## config.mk

```make
export PLATFORM = sky130hd
export DESIGN_NAME = instruction_fetch_flat
export DESIGN_NICKNAME = d
export VERILOG_FILES = /design/src/rtl/hack_pkg.sv /design/src/rtl/instruction_fetch_if.sv /design/src/rtl/instruction_fetch_pc_reg.sv /design/src/rtl/instruction_fetch.sv /design/src/flat_wrapper.sv
export SDC_FILE = /design/constraint.sdc
export NUM_CORES = 1
export LEC_CHECK = 0
export ABC_AREA = 1
export CAP_MARGIN = 20
export CORE_MARGIN = 4
export CORE_UTILIZATION = 40
export CTS_BUF_LIST = sky130_fd_sc_hd__clkbuf_2
export CTS_CLUSTER_DIAMETER = 30
export DETAILED_ROUTE_END_ITERATION = 6
export GPL_TIMING_DRIVEN = 0
export PLACE_DENSITY = 0.8
export SYNTH_ARGS = -nofsm -noshare
export SYNTH_HDL_FRONTEND = slang
export SYNTH_SLANG_ARGS = --single-unit
```

## constraint.sdc

```tcl
create_clock -name clk -period 1.4 [get_ports clk]
set_input_delay 0.21 -clock clk [delete_from_list [all_inputs] [get_ports clk]]
set_output_delay 0.21 -clock clk [all_outputs]
set_load 0.005 [all_outputs]
```

## src/rtl/hack_pkg.sv

```systemverilog
// Shared types and constants for the fetch stage.
//   ADDR_W / DATA_W : ROM address (PC) width and instruction width
//   addr_t / word_t : PC and instruction word types
//   fetch_state_t   : fetch FSM states
package hack_pkg;
    localparam int ADDR_W = 15;
    localparam int DATA_W = 16;

    typedef logic [ADDR_W-1:0] addr_t;
    typedef logic [DATA_W-1:0] word_t;

    typedef enum logic {
        RUN    = 1'b0,
        HALTED = 1'b1
    } fetch_state_t;
endpackage

```

## src/rtl/instruction_fetch_if.sv

```systemverilog
// Fetch-stage bus: ROM port, redirect/halt control, decode handshake.
//   master : the fetch stage (drives rom_adr, ins_*, halted)
//   slave  : ROM + control + decode side
interface instruction_fetch_if;
    import hack_pkg::*;

    addr_t rom_adr;
    word_t rom_data;
    logic  jump_en;
    addr_t jump_adr;
    logic  halt;
    logic  ins_valid;
    logic  ins_ready;
    word_t ins_out;
    addr_t ins_pc;
    logic  halted;

    modport master (
        output rom_adr, ins_valid, ins_out, ins_pc, halted,
        input  rom_data, jump_en, jump_adr, halt, ins_ready
    );

    modport slave (
        input  rom_adr, ins_valid, ins_out, ins_pc, halted,
        output rom_data, jump_en, jump_adr, halt, ins_ready
    );
endinterface

```

## src/rtl/instruction_fetch_pc_reg.sv

```systemverilog
// Program counter register.
//   clk, rst_n  : clock, async active-low reset (to RESET_PC)
//   load_i      : load load_val_i (highest priority)
//   load_val_i  : redirect target
//   inc_i       : advance by one, wrapping modulo 2^ADDR_W
//   pc_o        : current PC
module pc_reg
    import hack_pkg::*;
#(
    parameter addr_t RESET_PC = '0
) (
    input  logic  clk,
    input  logic  rst_n,
    input  logic  load_i,
    input  addr_t load_val_i,
    input  logic  inc_i,
    output addr_t pc_o
);
    addr_t pc_q, pc_d;

    always_comb begin
        pc_d = pc_q;
        if (load_i)
            pc_d = load_val_i;
        else if (inc_i)
            pc_d = pc_q + addr_t'(1);  // natural wrap, no carry out
    end

    always_ff @(posedge clk or negedge rst_n) begin
        if (!rst_n)
            pc_q <= RESET_PC;
        else
            pc_q <= pc_d;
    end

    assign pc_o = pc_q;
endmodule

```

## src/rtl/instruction_fetch.sv

```systemverilog
// Fetch stage in front of the instruction ROM.
//   clk, rst_n : clock, async active-low reset
//   bus        : ROM address/data, jump/halt control, decode valid/ready
//                handshake with registered ins_out/ins_pc, halted status
// Holds one instruction in an output register; a jump flushes it.
module instruction_fetch
    import hack_pkg::*;
#(
    parameter addr_t RESET_PC = '0
) (
    input  logic                clk,
    input  logic                rst_n,
    instruction_fetch_if.master bus
);
    fetch_state_t state_q, state_d;
    logic         ins_valid_q;
    word_t        ins_out_q;
    addr_t        ins_pc_q;
    logic         halted_q;
    addr_t        pc;
    logic         slot_free;
    logic         fetch;

    assign slot_free = !ins_valid_q || bus.ins_ready;

    // A fetch needs RUN state *and* halt low now: the edge that sees halt
    // rise is already fetch-free, and the edge leaving HALTED is too.
    assign fetch = !bus.jump_en && (state_q == RUN) && !bus.halt && slot_free;

    // halt decides the next state even when a jump takes priority.
    assign state_d = bus.halt ? HALTED : RUN;

    pc_reg #(.RESET_PC(RESET_PC)) u_pc (
        .clk        (clk),
        .rst_n      (rst_n),
        .load_i     (bus.jump_en),
        .load_val_i (bus.jump_adr),
        .inc_i      (fetch),
        .pc_o       (pc)
    );

    always_ff @(posedge clk or negedge rst_n) begin
        if (!rst_n) begin
            state_q     <= RUN;
            halted_q    <= 1'b0;
            ins_valid_q <= 1'b0;
            ins_out_q   <= '0;
            ins_pc_q    <= '0;
        end else begin
            state_q  <= state_d;
            halted_q <= (state_d == HALTED);
            if (bus.jump_en) begin
                // flush: buffered instruction is dropped even if decode
                // was accepting it this cycle
                ins_valid_q <= 1'b0;
            end else if (fetch) begin
                ins_out_q   <= bus.rom_data;
                ins_pc_q    <= pc;
                ins_valid_q <= 1'b1;
            end else if (ins_valid_q && bus.ins_ready) begin
                ins_valid_q <= 1'b0;
            end
        end
    end

    assign bus.rom_adr   = pc;
    assign bus.ins_valid = ins_valid_q;
    assign bus.ins_out   = ins_out_q;
    assign bus.ins_pc    = ins_pc_q;
    assign bus.halted    = halted_q;
endmodule

```

## src/flat_wrapper.sv

```systemverilog
// flat-port wrapper written by rule: the top's interface ports become plain ports
module instruction_fetch_flat import hack_pkg::*;
#(
    parameter addr_t RESET_PC = '0
)
  (clk, rst_n, bus_rom_adr, bus_ins_valid, bus_ins_out, bus_ins_pc, bus_halted, bus_rom_data, bus_jump_en, bus_jump_adr, bus_halt, bus_ins_ready);
  instruction_fetch_if bus_i ();
  input  logic clk;
  input  logic rst_n;
  output wire logic [$bits(bus_i.rom_adr)-1:0] bus_rom_adr;
  output wire logic [$bits(bus_i.ins_valid)-1:0] bus_ins_valid;
  output wire logic [$bits(bus_i.ins_out)-1:0] bus_ins_out;
  output wire logic [$bits(bus_i.ins_pc)-1:0] bus_ins_pc;
  output wire logic [$bits(bus_i.halted)-1:0] bus_halted;
  input wire logic [$bits(bus_i.rom_data)-1:0] bus_rom_data;
  input wire logic [$bits(bus_i.jump_en)-1:0] bus_jump_en;
  input wire logic [$bits(bus_i.jump_adr)-1:0] bus_jump_adr;
  input wire logic [$bits(bus_i.halt)-1:0] bus_halt;
  input wire logic [$bits(bus_i.ins_ready)-1:0] bus_ins_ready;
  assign bus_rom_adr = bus_i.rom_adr;
  assign bus_ins_valid = bus_i.ins_valid;
  assign bus_ins_out = bus_i.ins_out;
  assign bus_ins_pc = bus_i.ins_pc;
  assign bus_halted = bus_i.halted;
  assign bus_i.rom_data = bus_rom_data;
  assign bus_i.jump_en = bus_jump_en;
  assign bus_i.jump_adr = bus_jump_adr;
  assign bus_i.halt = bus_halt;
  assign bus_i.ins_ready = bus_ins_ready;
  instruction_fetch #(.RESET_PC(RESET_PC)) u_core (.clk(clk), .rst_n(rst_n), .bus(bus_i));
endmodule
```

## Yosys cells after proc, flatten, opt, wreduce, memory -nomap -nowiden

Cells that the tools add are included.

- Register bits after elaboration: 48
- Latch bits: 0
- Memory bits (writable): 0
- Bits in read-only memories: 0
- Bits of input ports: 36
- Word-level logic and storage cells: 25
- Memories kept: 0

- Add/subtract/negate cells: 1
- Multiply operators: 0
- Div/mod/pow operators: 0
- $lt $le $gt $ge: 0
- Eq/ne operators: 0
- Shift operators: 0
- Multiplexer cells: 6
- Bitwise operators: 2
- Reduce and logical (&&, ||, !) cells: 11

Operators with widths:

| kind | count |
|---|---|
| two-way mux 15 bit | 2 |
| adder 15 x 1 -> 15 bit, second input constant | 1 |
| logical AND 1 bit | 4 |
| two-way mux 1 bit | 4 |
| zero test 1 bit | 3 |
| nonzero test 3 bit | 1 |
| NOT 1 bit | 2 |
| AND reduction 2 bit | 1 |
| nonzero test 2 bit | 1 |
| logical OR 1 bit | 1 |

## Longest topological paths before layout

- Depth after elaboration: 6
- Gate-level depth with buffers: 9

## Modules after synthesis

A second synthesis with hierarchy kept.

- Cells, all modules: 273
- Area, all modules: 2364.8 um2

Modules (own cells, without submodules):

| module | instances | cells an instance | area each (um2) | sequential area each (um2) |
|---|---|---|---|---|
| instruction_fetch | 1 | 146 | 1393.8 | 825.8 |
| pc_reg | 1 | 127 | 970.9 | 375.4 |

## Least setup slack after synthesis

No wires, ideal clock.

- Path kind: flip-flop to flip-flop
- From: reg u_core.u_pc.pc_q[1] (netlist: u_core.u_pc.pc_o[1])
- To: reg u_core.u_pc.pc_q[10] (netlist: u_core.u_pc.pc_o[10])
- Library setup time: 0.117 ns
- Arrival time: 1.076 ns
- Data required time: 1.283 ns
- Setup slack: 0.207 ns
- Cell stages (with the launch flop): 7
- Buffers on the path: 0
- Clock period less this slack: 1.193 ns
- Cell sequence: dfrtp_1 ha_1 nand2_1 nor2_2 nand4_1 nand3_1 nand2_1

- Cells in the longest elaborated chain, start to end: 3

Ends and longest elaborated chain:

| what | line | RTL |
|---|---|---|
| from (decl) | instruction_fetch_pc_reg.sv:19 | `addr_t pc_q, pc_d;` |
| from (signal assigned) | instruction_fetch_pc_reg.sv:33 | `pc_q <= pc_d;` |
| adder 15 x 1 -> 15 bit | instruction_fetch_pc_reg.sv:26 | `pc_d = pc_q + addr_t'(1);` |
| two-way mux 15 bit | instruction_fetch_pc_reg.sv:25 | `else if (inc_i)` |
| two-way mux 15 bit | instruction_fetch_pc_reg.sv:23 | `if (load_i)` |

No other way between the ends. The select of a mux whose other input is x is not followed.
A chain may end at the register's enable or synchronous reset.

## Worst setup path after layout

- From: reg u_core.u_pc.pc_q[0] (netlist: u_core.u_pc.pc_o[0])
- To: reg u_core.u_pc.pc_q[10] (netlist: u_core.u_pc.pc_o[10])

Same word-level chain as after synthesis.

==> metrics.yaml <==
ys_seq_area_share_pct: 52.3
fmaxAchievable_mhz: 726
antenna_found_initial: 0
layout_setup_ws_ns: 0.0234
irDropWorstVdd_mv: 0.557
via_per_inst: 4.93
clk_pin_slew_worst_paths_ns: 0.21
synth-main-ff-cell: "dfrtp_1"
chipHeight_um: 83.8
yosysWarnings: 0
finalHoldViolCount: 0
portBuffers: 82
drc_errors: 0
slew_headroom_pct: 68.5
clock_path_buffers: 2
critPathRequiredTime_ns: 1.76
die-area_mm2: 0.00702
cts.sinks: 48
clockRootBuffer: "clkbuf_2"
critPathArrivalTime_ns: 1.74
maxSlewViolCount: 0
dp_hpwl_um: 4710
max_stage_delay_ns: 0.42
postSynthAreaPerCell_um2: 8.06
wirelength_um: 6680
worstHoldPathType: "in2reg"
pin_count: 84
async_reset_ff_share_pct: 100
leakagePower_nw: 1.82
period_minus_slack_ns: 1.38
area_delta_synth_final_pct: 51.5
htree_levels: 2
row_count: 27
clkLatencyLatePin_ns: 0.41
grtUsageTotal_pct: 19.1
grt_max_degree: 31
finalNetCount: 440
finalCritPeriodShare_pct: 98.3
grt_first_pass_wirelength_um: 10800
status: "completed"
grt_pass1_vias: 2311
rsz0062_at_grt: "true"
fp.dieW_um: 83.8
drt_iter0_markers: 107
start_util_pct: 41.5
synth_area_mm2: 0.00230
place_ws_ns: -0.217
crit_fanout: 6
cap_viol_max_count: 0
synthCells: 285
synth_seq_cells: 48
cts_tree: "built"
final_cell_mix: "nand2_1 (126), dfrtp_1 (45), dlygate4sd2_1 (42)"
cts-buffers-inserted: 5
place.gp.congestion: 0.866
final_common_cell: "nand2_1"
crit_slowest_cell: "dfrtp_1"
tightest_slew_ns: 0.472
diodes: 0
ant_nets: 0
wl_per_cell_um: 14.1
synth_nets: 322
vias: 2342
skew_ns: 0.0123
cp-end-kind: "register"
synth_edf_count: 0
drtPass1Iterations: 5
grt.overflow.total: 0
drive_above_1_share_pct: 17.6
startpoint_type: "register"
core_mm2: 0.00554
crit_type: "reg2reg"
setup_viol: 0
path_cells: "buf_6 -> ha_4 -> nand2_2 -> nor2_4 -> nand3_1 -> nand2_1 -> nand3_1 -> nand2_1"
power_density_mw_per_mm2: 978
final_core_util_pct: 62.8
yosysUniqueCellTypes: 21
power breakdown:
| group | internal (W) | switching (W) | leakage [nW] |
|---|---|---|---|
| sequential | 0.00160 | 0.000118 | 0.591 |
| clock | 0.000119 | 0.000408 | 0.0288 |
| combinational | 0.000621 | 0.000534 | 1.20 |
final cells by class:
type | instances | area (um2)
multi-input combinational | 200 | 956
inverter | 27 | 101
sequential | 48 | 1200
timing repair buffer | 111 | 1000
clock buffer | 6 | 30.0
fill | 517 | 2060
buffer | 10 | 95.1
clock inverter | 1 | 5.00
tap | 72 | 90.1
worst paths after layout:
path,endpoint,cells past startpoint,slack (ns),from
setup / recovery,u_core.u_pc.pc_o[10],8,0.02,u_core.u_pc.pc_o[0]
hold / removal,u_core.u_pc.pc_o[0],4,0.15,bus_jump_en
setup reg to reg,u_core.u_pc.pc_o[10],8,0.02,u_core.u_pc.pc_o[0]
hold reg to reg,u_core.bus.ins_out[11],2,0.51,u_core.bus.ins_out[11]
max in group asynchronous,u_core.u_pc.pc_o[8],3,0.62,rst_n
min in group asynchronous,u_core.bus.ins_pc[13],2,0.26,rst_n
critical path, delay by kind of cell, from the launching register on:
family,cells,cell delay (ns)
adders and majority gates,1,0.16
and+or+nand+nor,6,0.61
buffers and inverters,1,0.13
DFF,1,0.42
per-layer routing:
layer,routed length [um],share of wire (%),GRT usage (%),vias to the layer above
met5,0,0,0,-
met1,2880,43,24.5,1097
met2,3180,48,31.4,92
li1,-,-,-,1133
met3,429,6.4,4.34,20
met4,197,2.9,7.31,0
flip-flops by register name (all words and copies together) (netlist names):
register,count
u_core.bus.ins_pc,15
u_core.u_pc.pc_o,15
u_core.state_q,1
u_core.bus.ins_valid,1
u_core.bus.ins_out,16
timing repair:
item	CTS	global route
setup buffers	23	4
cloned	0	0
resized for setup	55	16
pin swaps	1	2
hold buffers	1	0
endpoints found under the hold margin	18	0
setup endpoints to repair	51	19
stage by stage:
stage | instance area [um2] | std cells | TNS [ns] | power (W) | hold WS, ns
6_report | 3480 | 475 | 0 | 0.00340 | 0.150
5_1_grt | 3480 | 475 | -0.0328 | 0.00363 | 0.143
4_1_cts | 3410 | 471 | 0 | 0.00338 | 0.126
3_5_place_dp | 3220 | 440 | -3.99 | 0.00285 | 0.187
3_3_place_gp | 3210 | 439 | -63.42 | 0.00281 | 0.462
2_1_floorplan | 2300 | 285 | 0 | 0.00216 | -0.0856
cells by family (layout without fill, tap and decap cells):
logic type	count (synthesis)	after routing	share of synthesized area (%)
AO/OA/AOI/OAI	29	29	8.17
adder cells (fa/ha/maj)	1	1	0.544
buffers and inverters	37	155	8.55
flip-flops	48	48	52.3
AND/OR/NAND/NOR	170	170	30.5
synthesized netlist by cell type (2+ instances only):
| library cell | count | area share, % |
|---|---|---|
| o21ai_1 | 3 | 0.65 |
| o211ai_1 | 2 | 0.65 |
| buf_6 | 7 | 3.4 |
| nand3_1 | 25 | 5.4 |
| o21ai_2 | 10 | 3.8 |
| o21ai_0 | 14 | 3.0 |
| nand2_1 | 127 | 21 |
| nor2_1 | 9 | 1.5 |
| dfrtp_1 | 48 | 52 |
| inv_1 | 26 | 4.2 |
| nand4_1 | 4 | 1.1 |
Power figures use the tool's default switching activity.
